==> src/rtl/bram_pkg.sv <==
// bram_pkg: shared read latency, FIFO depth and FSM encoding for the BRAM stream reader.
// Define BRAM_READER_OUTREG_EN when the BRAM is built with its output register.
package bram_pkg;
`ifdef BRAM_READER_OUTREG_EN
  localparam int READ_LATENCY = 2;
`else
  localparam int READ_LATENCY = 1;
`endif
  localparam int FIFO_DEPTH = READ_LATENCY + 1;
  localparam int CNT_W = $clog2(FIFO_DEPTH + 1) + 1;
  typedef enum logic [1:0] {IDLE, RUN, DRAIN} state_t;
  function automatic logic [CNT_W-1:0] popcount(input logic [READ_LATENCY-1:0] v);
    logic [CNT_W-1:0] n;
    n = '0;
    for (int i = 0; i < READ_LATENCY; i++) n = n + CNT_W'(v[i]);
    return n;
  endfunction
endpackage

==> src/rtl/bram_reader_fifo.sv <==
// bram_reader_fifo: small first-word-fall-through FIFO absorbing BRAM read data under backpressure.
module bram_reader_fifo #(
  parameter int DEPTH = 2,
  parameter int W = 8,
  parameter int CW = 3
) (
  input  logic          clk,
  input  logic          rst_n,
  input  logic          i_push,
  input  logic          i_pop,
  input  logic [W-1:0]  i_data,
  output logic [W-1:0]  o_data,
  output logic [CW-1:0] o_count
);
  localparam int PW = DEPTH > 1 ? $clog2(DEPTH) : 1;
  logic [W-1:0] r_mem [DEPTH];
  logic [PW-1:0] r_wr, r_rd;
  logic [CW-1:0] r_count;
  logic w_push, w_pop;
  assign w_pop = i_pop && r_count != '0;
  assign w_push = i_push && (r_count != CW'(DEPTH) || w_pop);
  assign o_data = r_mem[r_rd];
  assign o_count = r_count;
  always_ff @(posedge clk or negedge rst_n) begin
    if (!rst_n) begin
      for (int i = 0; i < DEPTH; i++) r_mem[i] <= '0;
      r_wr <= '0;
      r_rd <= '0;
      r_count <= '0;
    end else begin
      if (w_push) r_mem[r_wr] <= i_data;
      if (w_push) r_wr <= r_wr == PW'(DEPTH - 1) ? '0 : r_wr + 1'b1;
      if (w_pop) r_rd <= r_rd == PW'(DEPTH - 1) ? '0 : r_rd + 1'b1;
      r_count <= r_count + CW'(w_push) - CW'(w_pop);
    end
  end
endmodule

==> src/rtl/bram_stream_reader.sv <==
// bram_stream_reader: issues sequential BRAM reads and streams the words out over valid/ready.
// Define BRAM_READER_OUTREG_EN for a BRAM with output register (two-cycle read latency).
module bram_stream_reader import bram_pkg::*; #(
  parameter int ADDR_WIDTH = 8,
  parameter int DATA_WIDTH = 8
) (
  input  logic                  clk,
  input  logic                  rst_n,
  input  logic                  start,
  input  logic [ADDR_WIDTH-1:0] base_addr,
  input  logic [ADDR_WIDTH:0]   length,
  output logic                  busy,
  output logic                  done,
  output logic                  bram_we,
  output logic [ADDR_WIDTH-1:0] bram_addr,
  input  logic [DATA_WIDTH-1:0] bram_rdata,
  output logic [DATA_WIDTH-1:0] m_data,
  output logic                  m_valid,
  input  logic                  m_ready
);
  state_t r_state;
  logic [ADDR_WIDTH-1:0] r_addr;
  logic [ADDR_WIDTH:0] r_remain;
  logic [READ_LATENCY-1:0] r_flags;
  logic r_done;
  logic [CNT_W-1:0] w_fifo_count, w_inflight, w_used;
  logic w_pop, w_issue, w_last_pop;
  assign w_inflight = popcount(r_flags);
  assign w_used = w_fifo_count + w_inflight;
  assign w_pop = m_valid & m_ready;
  // A pop in the same cycle frees the slot this read will eventually land in.
  assign w_issue = r_state == RUN &&
                   (w_used < CNT_W'(FIFO_DEPTH) || (w_used == CNT_W'(FIFO_DEPTH) && w_pop));
  assign w_last_pop = w_inflight == '0 &&
                      (w_fifo_count == '0 || (w_fifo_count == CNT_W'(1) && w_pop));
  assign busy = r_state != IDLE;
  assign done = r_done;
  assign bram_we = 1'b0;
  assign bram_addr = r_addr;
  assign m_valid = w_fifo_count != '0;
  bram_reader_fifo #(.DEPTH(FIFO_DEPTH), .W(DATA_WIDTH), .CW(CNT_W)) u_fifo (
    .clk(clk),
    .rst_n(rst_n),
    .i_push(r_flags[READ_LATENCY-1]),
    .i_pop(w_pop),
    .i_data(bram_rdata),
    .o_data(m_data),
    .o_count(w_fifo_count)
  );
  always_ff @(posedge clk or negedge rst_n) begin
    if (!rst_n) begin
      r_state <= IDLE;
      r_addr <= '0;
      r_remain <= '0;
      r_flags <= '0;
      r_done <= 1'b0;
    end else begin
      r_flags <= READ_LATENCY'({r_flags, w_issue});
      r_done <= 1'b0;
      case (r_state)
        IDLE: if (start) begin
          if (length == '0) r_done <= 1'b1;
          else begin
            r_addr <= base_addr;
            r_remain <= length;
            r_state <= RUN;
          end
        end
        RUN: if (w_issue) begin
          r_addr <= r_addr + 1'b1;
          r_remain <= r_remain - 1'b1;
          if (r_remain == (ADDR_WIDTH+1)'(1)) r_state <= DRAIN;
        end
        DRAIN: if (w_last_pop) begin
          r_done <= 1'b1;
          r_state <= IDLE;
        end
        default: r_state <= IDLE;
      endcase
    end
  end
endmodule
==> config.mk <==
export PLATFORM = sky130hd
export DESIGN_NAME = bram_stream_reader
export DESIGN_NICKNAME = d
export VERILOG_FILES = /design/src/rtl/bram_pkg.sv /design/src/rtl/bram_reader_fifo.sv /design/src/rtl/bram_stream_reader.sv
export SDC_FILE = /design/constraint.sdc
export NUM_CORES = 1
export LEC_CHECK = 0
export CAP_MARGIN = 20
export CORE_MARGIN = 2
export CORE_UTILIZATION = 30
export CTS_CLUSTER_DIAMETER = 30
export CTS_CLUSTER_SIZE = 12
export DETAILED_ROUTE_END_ITERATION = 12
export PLACE_DENSITY_LB_ADDON = 0.05
export SYNTH_ARGS = -nofsm -noshare
export SYNTH_HDL_FRONTEND = slang
export SYNTH_SLANG_ARGS = --single-unit
==> constraint.sdc <==
create_clock -name clk -period 2.3 [get_ports clk]
set_clock_uncertainty 0.15 [all_clocks]
set_input_delay 0.46 -clock clk [delete_from_list [all_inputs] [get_ports clk]]
set_output_delay 0.46 -clock clk [all_outputs]
set_load 0.01 [all_outputs]
### Word-level counts from Yosys, hierarchy flattened

Index checks and enable logic that the tools add are counted.

* bits in registers: 42
* bits in latches: 0
* memory bits (writable): 0
* memory bits (read-only): 0
* bits of input ports: 29
* word-level logic and storage cells: 80
* memories: 0

* add/subtract/negate cells: 7
* $mul: 0
* divide/modulo/power cells: 0
* order comparisons: 4
* eq/ne operators: 11
* shift-type cells: 0
* multiplexer cells: 26
* bitwise gates (word level): 3
* reduce and logical (&&, ||, !) cells: 19

Operators with widths (number)
* $mux W8: 7
* $mux W9: 3
* $pmux W9 S2: 1
* $bwmux W16: 1
* $pmux W8 S2: 1
* $mux W2: 5
* $eq A9 B1 Y1 const B: 1
* $logic_not A9 Y1: 1
* $sub A9 B1 Y9 const B: 1
* $add A8 B1 Y8 const B: 1
* $demux W8 S1: 1
* $ne A2 B2 Y1 const B: 4
* $logic_and A1 B1 Y1: 7
* $add A3 B1 Y3: 2
* $logic_not A3 Y1: 2
* $pmux W2 S3: 1
* $mux W1: 5
* $reduce_and A5 Y1: 1
* $ge A2 B2 Y1 const B: 2
* $not A1 Y2: 2
* $reduce_and A4 Y1: 1
* $reduce_bool A2 Y1: 2
* $eq A3 B1 Y1 const B: 1
* $eq A3 B2 Y1 const B: 1
* 13 further kinds: 16

### Depth between registers and ports, before layout

* depth after elaboration: 7
* gate-level depth with buffers: 9
* mapped depth without buffers: 9

### Modules after synthesis

Synthesis repeated with hierarchy kept, for this count alone.

* cell total of the unflattened synthesis: 235
* area total of the unflattened synthesis: 2483.6 um2

Modules (own cells, without submodules)
* bram_stream_reader: instances 1, cells an instance 168, area each 1447.6 um2, sequential area each 525.5 um2
* bram_reader_fifo: instances 1, cells an instance 67, area each 1036.0 um2, sequential area each 525.5 um2

### Least setup slack after synthesis

Ideal clock, no wire load.

* kind: flip-flop to flip-flop
* from: register u_fifo.r_count[2], in the netlist u_fifo.o_count[2]
* to: register u_fifo.r_count[2], in the netlist u_fifo.o_count[2]
* library setup time: 0.128 ns
* data arrival time: 1.993 ns
* path slack: 0.029 ns
* stages on the path, launching flop included: 10
* path buffers: 0
* period minus slack after synthesis: 2.271 ns
* cells stage by stage: dfrtp_1 -> o31ai_2 -> inv_1 -> ha_1 -> inv_1 -> ha_1 -> inv_1 -> fa_1 -> xnor2_1 -> xnor2_1

* longest elaborated chain between the ends: 7
* elaborated cells between the ends (all ways): 8
* classes of those cells: add/sub: 2; eq/ne: 1; bitwise: 1; reduce/logical: 4

Ends and longest elaborated chain
* from (decl): RTL line bram_reader_fifo.sv:18 `logic [CW-1:0] r_count;`
* from (signal assigned): RTL line bram_reader_fifo.sv:34 `r_count <= r_count + CW'(w_push) - CW'(w_pop);`
* $reduce_bool A3 Y1: RTL line bram_reader_fifo.sv:20, bram_stream_reader.sv:40
* $and A1 B1 Y1: RTL line bram_stream_reader.sv:30 `assign w_pop = m_valid & m_ready;`
* $logic_and A1 B1 Y1: RTL line bram_reader_fifo.sv:20 `assign w_pop = i_pop && r_count != '0;`
* $logic_or A1 B1 Y1: RTL line bram_reader_fifo.sv:21 `assign w_push = i_push && (r_count != CW'(DEPTH) || w_pop);`
* $logic_and A1 B1 Y1: RTL line bram_reader_fifo.sv:21
* $add A3 B1 Y3: RTL line bram_reader_fifo.sv:34
* $sub A3 B1 Y3 (*): RTL line bram_reader_fifo.sv:34

Mark *: on every way between the ends. The rest lies on a longest branch, timed or not.
A chain may end at the register's enable or synchronous reset.

### Worst setup path after layout

* from: register u_fifo.r_rd
* to: output m_data[6]

* longest elaborated chain between the ends: 4

Ends and longest elaborated chain
* from (decl): RTL line bram_reader_fifo.sv:17 `logic [PW-1:0] r_wr, r_rd;`
* from (signal assigned): RTL line bram_reader_fifo.sv:33 `if (w_pop) r_rd <= r_rd == PW'(DEPTH - 1) ? '0 : r_rd + 1'b1;`
* $not A1 Y2 (implied by the code): RTL line bram_reader_fifo.sv:22 `assign o_data = r_mem[r_rd];`
* $mux W8 (implied by the code) (3 in series): RTL line bram_reader_fifo.sv:22
* to (decl): RTL line bram_stream_reader.sv:17 `output logic [DATA_WIDTH-1:0] m_data,`

No other way between the ends. The select of a mux whose other input is x is not followed.

==> summary by stage <==
Timing
The number of hold violations in the final report was 0. Setup repair after global routing left no endpoint under its margin. The count of final max-slew check failures is 0.

The final worst-path setup slack is 0.0592 ns. The fmax is 0.446 GHz. For the final routed database, the setup TNS stands at 0 ns.

At the pin with the least slew margin, the transition time is 0.567 ns. The number of setup violations in the final report is 0. Hold timing on the final database bottoms out at a slack of 0.0846 ns. The time the worst path needs with I/O delays and setup is 2.24 ns.

The final critical path takes up 97.4% of the cycle. In this run the tightest slew margin relative to its limit is 62.2%.

Final layout
Across the whole layout, storage elements account for 1050 µm². The count of placed standard cells in the final layout, fillers left out is 395. The number of inserted filler cells in the final layout is 785. The number of antenna diodes in the final layout is 0. Cells fill 42.1% of the core in the end. The growth of design area from synthesis to finish is 34.6%. The share of final-layout standard cells stronger than drive strength 1 is 25.9%.

The most common cell after layout, fill and taps aside is dfrtp_1. The multi-input combinational cells in the finished layout cover a total of 1260 µm². In the layout the commonest cells are 41 x dfrtp_1, 39 x clkdlybuf4s50_1, 20 x mux2_2, 20 x buf_4, 14 x a41oi_1.

The post-route cell area is 3270 µm². After the last flow step, the layout net total stands at 329.

Placed design
After detailed placement, the total cell area comes to 3160 µm². Input and output buffers added on the ports amount to 47. Routability-driven placement finished with a final weighted congestion of 0.731.

Once detailed placement completed, the half-perimeter wirelength came to 4310 µm. The setup slack after placement is -0.161 ns. Including well taps, the total number of placed cells is 386.

Detailed routing
The first detailed-routing pass took 4 iterations. The count of nets left with antenna violations after detail routing is 0. The number of design-rule violations left by the first detailed-router iteration is 67. The per-cell via count in the routed design is 5.11. The routed layout has 2019 vias. The total wirelength of the detailed-routed design is 6240 µm. Dividing the detail-routed wire length by the instance count gives 15.8 µm. For this run, design rule violations remaining after detail routing come to 0.

Synth
The area share of the largest cell type after synthesis is 43.3%. Summed over all instances, the cell type with the most area after synthesis is dfrtp_1. The post-synthesis instance total is 228. Summing every instance area after synthesis gives 2430 µm². The number of nets in the synthesized netlist is 265.

The post-synthesis sequential area ratio is 43.3%. During synthesis, Yosys emitted a total of 0 warnings. The proportion of register bits with asynchronous set or reset after synthesis is 100%. The count of cell types in the netlist is 51.

Among all flip-flop cells after synthesis, the most frequent one is dfrtp_1. By area the synthesized netlist is led by dfrtp_1 43%, mux2_2 9.3%, a41oi_1 5.0%, a21oi_2 3.6%, ha_1 3.6%. In this run the mean area of a mapped cell was 10.7 µm². The number of enable flip-flop cells after synthesis is 0. The flip-flop and latch count after synthesis is 42.

Clocking
The master cell of the clock root buffer is clkbuf_8. The total CTS buffers is 5. TritonCTS built the clock tree.

The clock drives 42 sinks. After clock tree synthesis, the clock-pin slew on the worst setup and hold paths is 0.09 ns. The clock network latency to the later pin of the worst-skew pair is 0.30 ns.

The number of hold buffers added after cts is 0. The number of buffers on the longest clock path is 2. The H-tree was split into 2 levels.

Die
The number of top-level pins is 49. The initialized floorplan defines 32 standard-cell rows. Measured along the x axis, the die boundary spans 94.0 µm.

The area of the die is 8840 µm². The total area inside the core boundary comes to 7770 µm². For this configuration, the core starts out at a cell density of 31.3%. The die extent in y is 94.0 µm.

Global routing
The pin count of the biggest net entering global routing is 43. The number of antenna violations at the first check in global routing was 0. The global-route congestion overflow total is 0. The first-pass GRT wire length is 10700 µm. The overall routing resource usage is 15.5%. The via count of the first global-routing pass is 2105.

Job
The count of max-cap constraint violations is 0.

Power
Power comes to 4.89 mW. Power spread over the standard cell area amounts to 1500 nW/µm². For this design the static power due to leakage is 1.41 nW.

The worst-case vdd ir drop is 556 µV.

Setup path
The signal arrival time at the worst endpoint is 1.63 ns. The category of the most critical setup path is reg2out. The worst setup path is launched from a flip-flop. STA puts the critical path data required time at 1.69 ns.

In this run the worst path has a maximum fanout of 9. The type of element capturing the critical path is an output port.

Outcome
The flow ran to the end, and the final reports show no timing, DRC or antenna violations.

Worst hold path
The tightest min-delay check is of the in2async type.
## layout make-up
class	count	area share, %
Clock buffer	5	2.10
Multi-Input combinational cell	161	38.7
Sequential cell	42	32.2
Clock inverter	3	0.765
Inverter	12	1.38
Tap cell	102	3.90
Timing Repair Buffer	70	21.0
## state kept, by name, indices dropped and copies added (netlist names)
signal and cells:
done 1, bram_addr 8, u_fifo.r_mem 16, r_state 2
r_remain 9, u_fifo.r_wr 1, u_fifo.r_rd 1, u_fifo.o_count 3
r_flags 1
## kinds of logic after synthesis
| group | count (synthesis) | share of synthesized area (%) |
|---|---|---|
| and+or+nand+nor | 59 | 13.4 |
| DFF | 42 | 43.3 |
| adders and majority gates | 8 | 4.43 |
| other | 1 | 0.154 |
| muxes | 25 | 11.5 |
| buffers and inverters | 25 | 4.79 |
| xor gates and xnor gates | 5 | 1.80 |
| AOI/OAI and AO/OA | 63 | 20.6 |
## layer usage
layer	up-vias	share of wire, %	GRT usage (%)
met2	44	47	24.8
met3	5	4.2	3.05
met4	0	0.85	4.35
met1	986	48	21.4
li1	984	-	-
met5	-	0	0
## cells in the mapped netlist, types with 2 or more instances
master	count
a41oi_1	14
a31oi_1	3
nand2_1	12
nand3_1	6
ha_1	7
nor2_1	8
clkbuf_1	6
a21oi_2	10
and4_1	2
o22ai_1	2
buf_6	2
a21oi_1	5
nand4_1	7
xnor2_1	5
mux2_2	20
or3_1	2
inv_1	11
mux2_1	4
dfrtp_1	42
a21o_1	4
a31o_1	2
buf_2	3
a31o_2	3
nor4_1	4
nor3_1	2
nand2b_1	7
o21ai_0	11
## critical path, cell delays in order, from the launching register on
cell and delay, ns:
dfrtp_2 0.50, mux2_2 0.36, clkdlybuf4s50_1 0.48
## what timing repair did
action | in CTS | in global routing
gates resized for setup | 3 | 5
setup endpoints to repair | 9 | 7
pin swaps | 0 | 0
buffers inserted | 0 | 1
## path summary, 6_finish.rpt
path	from	to	slack (ns)	cells after the start
max reg2reg	u_fifo.o_count[0]	r_remain[0]	0.16	7
min in group clk	u_fifo.r_mem[0]	u_fifo.r_mem[0]	0.35	1
max in group asynchronous	rst_n	u_fifo.r_rd	1.50	2
min	rst_n	r_remain[8]	0.08	2
max	u_fifo.r_rd	m_data[6]	0.06	2
min reg2reg	u_fifo.r_mem[0]	u_fifo.r_mem[0]	0.35	1
## where the power goes
part	switching, mW	internal [mW]	leakage, nW
sequential	0.374	1.11	0.491
clock	0.292	0.220	0.0447
combinational	1.39	1.51	0.871
total	2.05	2.84	1.41
Power figures use the tool's default switching activity.
